==> src/rtl/param_fifo.sv <==
// Parametrised synchronous FIFO with registered read data, occupancy count,
// programmable almost-full/almost-empty thresholds, sticky error flags and flush.
module param_fifo #(
    parameter int DATA_WIDTH    = 8,
    parameter int ADDR_WIDTH    = 4,
    parameter int AFULL_THRESH  = 12,
    parameter int AEMPTY_THRESH = 2
) (
    input  logic                  clk,
    input  logic                  reset,
    input  logic                  writeEn,
    input  logic                  readEn,
    input  logic                  flush,
    input  logic                  clearErr,
    input  logic [DATA_WIDTH-1:0] dataIn,
    output logic [DATA_WIDTH-1:0] dataOut,
    output logic                  EMPTY,
    output logic                  FULL,
    output logic                  ALMOST_FULL,
    output logic                  ALMOST_EMPTY,
    output logic [ADDR_WIDTH:0]   level,
    output logic                  OVERFLOW,
    output logic                  UNDERFLOW
);

    localparam int DEPTH = 1 << ADDR_WIDTH;
    localparam logic [ADDR_WIDTH:0] DEPTH_L  = (ADDR_WIDTH+1)'(DEPTH);
    localparam logic [ADDR_WIDTH:0] AFULL_L  = (ADDR_WIDTH+1)'(AFULL_THRESH);
    localparam logic [ADDR_WIDTH:0] AEMPTY_L = (ADDR_WIDTH+1)'(AEMPTY_THRESH);
    localparam logic [ADDR_WIDTH:0] ONE_L    = (ADDR_WIDTH+1)'(1);

    logic [DATA_WIDTH-1:0] mem_q [DEPTH];
    logic [ADDR_WIDTH-1:0] wr_ptr_q, wr_ptr_d;
    logic [ADDR_WIDTH-1:0] rd_ptr_q, rd_ptr_d;
    logic [ADDR_WIDTH:0]   level_q, level_d;
    logic [DATA_WIDTH-1:0] data_q, data_d;
    logic                  ovf_q, ovf_d;
    logic                  udf_q, udf_d;
    logic                  empty, full;
    logic                  rd_req_ok, wr_req_ok;
    logic                  rd_ok, wr_ok;

    // Status flags decode from the registered level only, so they never glitch.
    always_comb begin
        empty        = (level_q == '0);
        full         = (level_q == DEPTH_L);
        EMPTY        = empty;
        FULL         = full;
        ALMOST_FULL  = (level_q >= AFULL_L);
        ALMOST_EMPTY = (level_q <= AEMPTY_L);
        level        = level_q;
        dataOut      = data_q;
        OVERFLOW     = ovf_q;
        UNDERFLOW    = udf_q;
    end

    // A write into a full FIFO is still accepted when a read frees a slot the same cycle.
    always_comb begin
        rd_req_ok = readEn & ~empty;
        wr_req_ok = writeEn & (~full | rd_req_ok);
        rd_ok     = rd_req_ok & ~flush;
        wr_ok     = wr_req_ok & ~flush;
    end

    always_comb begin
        wr_ptr_d = wr_ptr_q;
        rd_ptr_d = rd_ptr_q;
        level_d  = level_q;
        data_d   = data_q;
        ovf_d    = ovf_q;
        udf_d    = udf_q;
        if (flush) begin
            wr_ptr_d = '0;
            rd_ptr_d = '0;
            level_d  = '0;
            if (clearErr) begin
                ovf_d = 1'b0;
                udf_d = 1'b0;
            end
        end else begin
            if (wr_ok) wr_ptr_d = wr_ptr_q + 1'b1;
            if (rd_ok) begin
                rd_ptr_d = rd_ptr_q + 1'b1;
                data_d   = mem_q[rd_ptr_q];
            end
            case ({wr_ok, rd_ok})
                2'b10:   level_d = level_q + ONE_L;
                2'b01:   level_d = level_q - ONE_L;
                default: level_d = level_q;
            endcase
            // A new error event takes precedence over a concurrent clear.
            if (writeEn & ~wr_req_ok) ovf_d = 1'b1;
            else if (clearErr)        ovf_d = 1'b0;
            if (readEn & ~rd_req_ok)  udf_d = 1'b1;
            else if (clearErr)        udf_d = 1'b0;
        end
    end

    always_ff @(posedge clk) begin
        if (reset) begin
            wr_ptr_q <= '0;
            rd_ptr_q <= '0;
            level_q  <= '0;
            data_q   <= '0;
            ovf_q    <= 1'b0;
            udf_q    <= 1'b0;
        end else begin
            wr_ptr_q <= wr_ptr_d;
            rd_ptr_q <= rd_ptr_d;
            level_q  <= level_d;
            data_q   <= data_d;
            ovf_q    <= ovf_d;
            udf_q    <= udf_d;
        end
    end

    // Storage is not reset; pointers alone define what is valid.
    always_ff @(posedge clk) begin
        if (wr_ok && !reset) mem_q[wr_ptr_q] <= dataIn;
    end

endmodule

==> config.mk <==
export PLATFORM = sky130hd
export DESIGN_NAME = param_fifo
export DESIGN_NICKNAME = d
export VERILOG_FILES = /design/src/rtl/param_fifo.sv
export SDC_FILE = /design/constraint.sdc
export NUM_CORES = 1
export LEC_CHECK = 0
export CAP_MARGIN = 20
export CORE_ASPECT_RATIO = 1.25
export CORE_MARGIN = 10
export CORE_UTILIZATION = 59
export CTS_CLUSTER_SIZE = 20
export DETAILED_ROUTE_END_ITERATION = 6
export PLACE_DENSITY = 0.79
export SETUP_SLACK_MARGIN = 0.05
export SYNTH_ARGS = -nofsm -noshare
export SYNTH_HDL_FRONTEND = slang
export SYNTH_SLANG_ARGS = --single-unit
==> constraint.sdc <==
create_clock -name clk -period 3.25 [get_ports clk]
set_input_delay 0.8125 -clock clk [delete_from_list [all_inputs] [get_ports clk]]
set_output_delay 0.8125 -clock clk [all_outputs]
set_load 0.01 [all_outputs]
Word level (Yosys, flattened, before mapping)
Memory sizes are Yosys's and may differ from the RTL's. A register that Yosys moved wholly into a read port is not among the register bits.
Cells that the tools add are included.
- bits in registers: 15
- input bits: 14
- logic and storage cells: 42
- memories kept: 1
- bits in writable memories: 128
- memory list (memory ; words ; bits a word ; rd ports ; clocked after memory_dff ; wr ports ; line ; text):
    mem_q ; 16 ; 8 ; 1 ; 1 ; 1 ; 32 ; logic [DATA_WIDTH-1:0] mem_q [DEPTH];
- reductions and logical operators: 6
- order comparisons: 2
- add/sub/neg operators: 4
- bitwise operators: 12
- mux-type cells: 9
- equality and inequality tests: 3
- operator list (cell ; count):
    $pmux 5 s2 ; 1
    $add 4x1->4 const B ; 2
    $mux 1 ; 8
    $and 1x1->1 ; 6
    $add 5x1->5 const B ; 1
    $eq 5x5->1 const B ; 1
    $ge 5x4->1 const B ; 1
    $le 5x2->1 const B ; 1
    $logic_not 5->1 ; 1
    $not 1->1 ; 5
    $sub 5x1->5 const B ; 1
    $eq 2x1->1 const B ; 1
    $eq 2x2->1 const B ; 1
    $reduce_and 2->1 ; 1
    $reduce_bool 2->1 ; 1
    $reduce_or 2->1 ; 1
    $logic_and 1x1->1 ; 1
    $logic_not 1->1 ; 1
    $or 1x1->1 ; 1

Longest topological paths before layout
Gate-level depths: netlist (run 1).
- depth after elaboration: 9
- mapped depth: 11

Worst setup path after synthesis (run 1)
Ideal clock, no wire load.
- kind: in2reg
- start point: in flush
- end point: reg level_q[4], in the netlist level[4]
- slack: 0.404 ns
- arrival time: 2.777 ns
- required time: 3.180 ns
- stages on the path: 11
- buffers on the path: 1
- cell sequence: nand2b_1 > a21oi_1 > buf_2 > ha_1 > inv_1 > fa_1 > nor2b_1 > o21ai_0 > nor4b_1 > or3_1 > a21oi_1
- cells in the longest elaborated chain, start to end: 4
- elaborated cells on any way between the ends: 8
- RTL lines (element ; line ; text):
    from (decl) ; 13 ; input logic flush,
    $not 1->1 (no source line) * ; n/a ;
    $and 1x1->1 * ; 61 ; rd_ok = rd_req_ok & ~flush;
    named net rd_ok ; 41 ; logic rd_ok, wr_ok;
    $eq 2x1->1 / $eq 2x2->1 (equally long branches) ; 86 ; case ({wr_ok, rd_ok})
    $pmux 5 s2 / $reduce_bool 2->1 (equally long branches) ; n/a ;
    to (signal assigned) ; 110 ; level_q <= level_d;
    to (decl) ; 35 ; logic [ADDR_WIDTH:0] level_q, level_d;
Mark *: on every way through the listed nets, which the timed path passes. The rest lies on a longest branch.
A chain may end at the register's enable or synchronous reset.

Worst setup path after layout (run 1)
- start point: in flush
- end point: reg level_q[4], in the netlist level[4]
- cells in the longest elaborated chain, start to end: 4
- elaborated cells on any way between the ends: 8
- RTL lines (element ; line):
    $not 1->1 (no source line) ; n/a
    $and 1x1->1, on equally long branches ; 61, 62
    $eq 2x1->1 / $eq 2x2->1 (equally long branches) ; 86
    $pmux 5 s2 / $reduce_bool 2->1 (equally long branches) ; n/a
Parallel ways exist; a longest one is shown, timed or not.

==> flow_summary.json, run 1 <==
{
  "ff2ff_path_depth": 9,
  "track_usage_pct": 17.0,
  "fp.dieH_um": 133,
  "worstSetupEndpointType": "flop",
  "rsz0062_at_grt": "no",
  "port_buffers": 32,
  "fmax_mhz": 332,
  "clkSlewWorstSetupHoldPaths_ps": 60,
  "hold_slack_ps": 474,
  "synth.largest_area_cell": "edfxtp_1",
  "drive_gt1_share_pct": 16.4,
  "drv_cap": 0,
  "drc": 0,
  "worstPathArrival_ps": 3360,
  "viasPerCell": 5.93,
  "startpoint_type": "input pin",
  "row_count": 41,
  "antenna_found_initial": 0,
  "cts_buffers": 17,
  "synth_cell_type_count": 38,
  "htreeDepth": 4,
  "ys.flop_type": "edfxtp_1",
  "syn_to_final_growth_pct": 19.1,
  "slew_headroom_pct": 55.9,
  "utilization_pct": 71.8,
  "syn-num-nets": 401,
  "core_area_um2": 10100,
  "synth_area_leaders": "edfxtp_1 (63%), dfxtp_1 (7.6%), mux4_2 (5.9%)",
  "die_w_um": 111,
  "gp_congestion": 0.856,
  "r2r-start": "level[0]$_SDFFE_PP0P_",
  "setup-violations-final": 0,
  "worst_ep_required_time_ps": 3600,
  "drtPass1Iterations": 5,
  "max_slew.worst_pin.slew_ps": 659,
  "skew_ps": 10.7,
  "postCtsSetupBuffers": 0,
  "antenna_cells": 0,
  "reg2reg_slack_ps": 410,
  "cts_root_buf": "clkbuf_16",
  "grt_max_degree": 34,
  "finalHoldViolCount": 0,
  "met1_usage_pct": 20.1,
  "yosys.area.top_type_share_pct": 63.4,
  "syn_area_um2": 6060,
  "drt_wl_total_mm": 12.2,
  "layout.nets": 456,
  "pre_cts_slack_ps": -78.4,
  "fillerInstances": 629,
  "synthArstFlopShare_pct": 0,
  "grt_remaining_overflow": 0,
  "cts_sinks": 151,
  "min_delay_worst_endpoint": "UNDERFLOW$_SDFF_PP0_",
  "grt.busiest_layer": "met2",
  "clockBufferDepth": 2,
  "seq_area_frac_synth_pct": 71.0,
  "ys_seq_elements": 151,
  "whs_path_depth": 2,
  "wire_per_inst_um": 21.2,
  "grt_pass1_wl_mm": 19.3,
  "hold_buffers": 0,
  "setup_slack_ps": 238,
  "finalCritPeriodShare_pct": 92.7,
  "min_from": "UNDERFLOW$_SDFF_PP0_",
  "crit_type": "in2reg",
  "power_density_nw_per_um2": 578,
  "start_util_pct": 60.3,
  "die_area_um2": 14800,
  "final_max_slew_viol_count": 0,
  "synthCells": 377,
  "layout_min_cycle_time_ps": 3010,
  "use_met2_pct": 28.1,
  "ant_nets": 0,
  "reg2reg_to": "level[4]$_SDFFE_PP0P_",
  "drt_iter0_markers": 300,
  "vias": 3404,
  "yosys_warnings": 0,
  "synth_area_per_cell_um2": 16.1,
  "grt_pass1_vias": 3494,
  "synth_edf_count": 128,
  "cts_tree": "built",
  "grtUsageMet3_pct": 4.94,
  "p_leak_nw": 2.28,
  "irDropWorstVdd_mv": 0.384,
  "ios": 33,
  "hpwlAfterDp_mm": 7.83,
  "post_cts_resized": 0,
  "crit_path_max_fanout": 3,
  "min_path_type": "reg2reg",
  "outcome": "finished, final reports clean",
  "clk_latency_ps": 420
}
## worst max-delay path: stages
cell and delay [ps]:
clkdlybuf4s50_1 430, nand2b_1 200, a31oi_4 170, inv_1 60, ha_1 220, ha_1 320, nor2b_1 150, o21ai_0 200
nor4b_1 470, o21ai_0 170, a21oi_1 160
## flip-flops by register name (all words and copies together) (netlist names)
register / flops
OVERFLOW: 1
UNDERFLOW: 1
dataOut: 8
level: 5
mem_q: 128
rd_ptr_q: 4
wr_ptr_q: 4
## per-stage QoR
stage                     total power, mW  TNS [ps]  instances  instance area, um2
after floorplan                      2.19         0        377                6060
after global placement               2.25         0        542                6630
after detailed placement             2.26     -78.4        542                6630
after CTS                            4.19         0        574                7220
after global routing                 4.28         0        574                7220
final                                4.17         0        574                7220
## cell usage in the layout, fill, tap and decap left out, types with 2 or more instances in the layout
cell / count
edfxtp_1: 128
o22ai_1: 16
nand2_1: 12
o21ai_0: 2
clkdlybuf4s50_1: 32
a22oi_1: 8
nand3b_1: 3
clkbuf_1: 2
clkinvlp_4: 5
mux2i_1: 33
or3_1: 2
ha_1: 9
nor2_1: 49
nor2b_1: 4
dfxtp_1: 22
clkinv_2: 3
nand2b_1: 4
xnor2_1: 3
bufinv_16: 3
a311oi_1: 8
nand4_1: 2
xor2_1: 5
mux4_2: 16
clkbuf_16: 17
a21oi_1: 8
inv_1: 11
buf_4: 21
## layout make-up
| cell class | instances | area, um2 | share of cell area, % |
|---|---|---|---|
| Timing Repair Buffer | 54 | 498 | 6.89 |
| Multi-Input combinational cell | 197 | 1620 | 22.4 |
| Sequential cell | 151 | 4310 | 59.6 |
| Inverter | 11 | 41.3 | 0.572 |
| Tap cell | 129 | 161 | 2.23 |
| Clock inverter | 12 | 151 | 2.10 |
| Clock buffer | 20 | 447 | 6.18 |
## Yosys cell counts (8+ instances only)
cell	number
ha_1	9
a311oi_1	8
edfxtp_1	128
buf_2	10
inv_1	11
nand2_1	12
a21oi_1	8
dfxtp_1	23
a22oi_1	8
mux4_2	16
mux2i_1	33
o22ai_1	16
nor2_1	49
## worst max path at each step
| stage | slack, ps | endpoint | cells after the start | start |
|---|---|---|---|---|
| 6_report | 240 | level[4]$_SDFFE_PP0P_ | 11 | flush |
| 3_5_place_dp | -80 | level[4]$_SDFFE_PP0P_ | 11 | flush |
| 4_1_cts | 350 | level[4]$_SDFFE_PP0P_ | 11 | flush |
| 5_1_grt | 120 | level[4]$_SDFFE_PP0P_ | 11 | flush |
| 2_1_floorplan | 400 | level[4]$_SDFFE_PP0P_ | 11 | flush |
| 3_3_place_gp | 130 | level[4]$_SDFFE_PP0P_ | 11 | flush |
## kinds of logic (layout without fill, tap and decap cells)
kind of cell	after synthesis	count (layout)	share of synthesized area (%)
DFF	151	151	71.0
buffers and inverters	29	97	2.31
adders and majority gates	10	10	2.19
and+or+nand+nor	83	83	6.44
muxes	49	49	11.4
AOI/OAI and AO/OA	47	47	5.53
xor gates and xnor gates	8	8	1.16
## report_power, final
group	internal, mW	leakage (nW)	total, mW	switching (mW)
registers	2.11	1.34	2.11	0.00533
logic	0.0424	0.664	0.106	0.0634
clock network	1.22	0.278	1.95	0.731
## per-layer routing
layer,vias to the layer above,part of all wire (%)
met5,-,0
met4,0,1.8
met3,19,6.1
met2,145,52
met1,1676,41
li1,1564,-
(Power assumes the default switching activity.)
==> inputs of run 2 (changes only) <==
--- a/constraint.sdc
+++ b/constraint.sdc
@@ -3,2 +3,2 @@
 set_output_delay 0.8125 -clock clk [all_outputs]
-set_load 0.01 [all_outputs]
+set_load 0.05 [all_outputs]
==> flow_summary.json, run 2 (synthesis results as in run 1) <==
{
  "outcome": "finished, final reports clean",
  "grt_remaining_overflow": 0,
  "wire_per_inst_um": 21.3,
  "drt_wl_total_mm": 12.3,
  "pre_cts_slack_ps": -54.7,
  "top_register": "mem_q",
  "ios": 33,
  "postCtsSetupBuffers": 0,
  "worstSetupEndpointType": "flop",
  "finalCritPeriodShare_pct": 90.6,
  "r2r-start": "level[0]$_SDFFE_PP0P_",
  "drtPass1Iterations": 5,
  "placed_area_um2": 6640,
  "skew_ps": 9.27,
  "irDropWorstVdd_mv": 0.360,
  "cts_tree": "built",
  "reg2reg_to": "level[4]$_SDFFE_PP0P_",
  "ant_nets": 0,
  "antenna_cells": 0,
  "grt_max_degree": 34,
  "layout_min_cycle_time_ps": 2940,
  "min_path_type": "reg2reg",
  "min_from": "UNDERFLOW$_SDFF_PP0_",
  "crit_type": "in2reg",
  "antenna_found_initial": 0,
  "reg2reg_slack_ps": 410,
  "cts_root_buf": "clkbuf_16",
  "drc": 0,
  "crit_path_max_fanout": 3,
  "final_common_cell": "edfxtp_1",
  "worstPathArrival_ps": 3280,
  "layout.nets": 457,
  "setup_slack_ps": 306,
  "startpoint_type": "input pin",
  "grt_pass1_wl_mm": 19.3,
  "ff2ff_path_depth": 11,
  "viasPerCell": 6.00,
  "die_w_um": 111,
  "largest_register_ffs": 128,
  "gp_congestion": 0.863,
  "layout_common_cells": "edfxtp_1 (128), nor2_1 (49), mux2i_1 (33)",
  "rsz0062_at_grt": "no",
  "start_util_pct": 60.3,
  "vias": 3452,
  "grt_pass1_vias": 3493,
  "clockBufferDepth": 2,
  "row_count": 41,
  "final_max_slew_viol_count": 0,
  "core_area_um2": 10100,
  "cts_buffers": 17,
  "crit_end": "level[4]$_SDFFE_PP0P_",
  "fmax_mhz": 340,
  "design_area_um2": 7240,
  "clk_latency_ps": 420,
  "track_usage_pct": 17.0,
  "hpwlAfterDp_mm": 7.73,
  "finalHoldViolCount": 0,
  "syn_to_final_growth_pct": 19.4,
  "fillerInstances": 621,
  "fp.dieH_um": 133,
  "drt_iter0_markers": 294,
  "drv_cap": 0,
  "p_leak_nw": 2.32,
  "utilization_pct": 72.0,
  "power_density_nw_per_um2": 577,
  "drive_gt1_share_pct": 16.8,
  "worstSetupStartpoint": "readEn",
  "die_area_um2": 14800,
  "cts_sinks": 151,
  "worst_ep_required_time_ps": 3590,
  "port_buffers": 32,
  "max_slew.worst_pin.slew_ps": 680,
  "slew_headroom_pct": 54.6,
  "setup-violations-final": 0,
  "clkSlewWorstSetupHoldPaths_ps": 60,
  "htreeDepth": 4
}
## run 2: cell types whose count changed in the layout (fill, tap and decap cells not counted), sizes merged
cell / before / now
clkdlybuf4s50: 32 / 30
clkbuf: 20 / 19
buf: 22 / 23
dlymetal6s2s: 0 / 2
clkinv: 3 / 7
clkinvlp: 5 / 2
## run 2: how the worst min path moves through the flow
stage,endpoint,cells after the start
after floorplan,wr_ptr_q[3]$_SDFFE_PP0P_,2
after global placement,UNDERFLOW$_SDFF_PP0_,2
after detailed placement,UNDERFLOW$_SDFF_PP0_,2
after CTS,UNDERFLOW$_SDFF_PP0_,2
after global routing,UNDERFLOW$_SDFF_PP0_,2
final,UNDERFLOW$_SDFF_PP0_,2
## run 2: per-stage QoR
stage | power, mW | setup TNS, ps | cells | hold WS (ps)
final | 4.18 | 0 | 575 | 488
after CTS | 4.20 | 0 | 575 | 487
after global placement | 2.27 | 0 | 543 | 461
after detailed placement | 2.27 | -54.7 | 543 | 479
after global routing | 4.30 | 0 | 575 | 515
after floorplan | 2.21 | 0 | 377 | 536
## run 2: final cells by class
type                    count  area [um2]  area share (%)
multi-input cells         197        1630            22.4
inverters                  11        41.3           0.570
flip-flops and latches    151        4310            59.5
repair buffers             55         510            7.05
well taps                 129         161            2.23
clock buffers              19         443            6.12
clock inverters            13         155            2.14
## run 2: what timing repair did
| action | in CTS | in global routing |
|---|---|---|
| setup endpoints to repair | 0 | 2 |
| hold buffers | 0 | 0 |
| resized for setup | 0 | 2 |
## run 2: critical path, stage by stage
cell             delay, ps
clkdlybuf4s50_1        510
nand2b_1                80
a21oi_1                180
ha_1                   250
inv_1                   90
fa_1                   390
nor2b_1                160
o21ai_0                130
a211oi_1               370
o21ai_0                150
a21oi_1                160
## run 2: routing by layer
metal	up-vias	track usage, %	share of wire (%)
met2	157	27.4	50
met3	29	5.53	6.8
met1	1707	20.7	40
li1	1559	-	-
met5	-	0	0
met4	0	7.25	2.8
## run 2: where the power goes
group | total [mW] | internal [mW] | leakage, nW | switching, mW
Clock | 1.94 | 1.22 | 0.291 | 0.722
Sequential | 2.11 | 2.11 | 1.34 | 0.00540
Combinational | 0.121 | 0.0427 | 0.691 | 0.0783
Total | 4.18 | 3.37 | 2.32 | 0.806
==> inputs of run 3 (changes only) <==
Settings changed: ABC_CLOCK_PERIOD_IN_PS set to 3250.
==> results of run 3 <==
No change in the layout: final DEF, timing and power equal those of run 2.
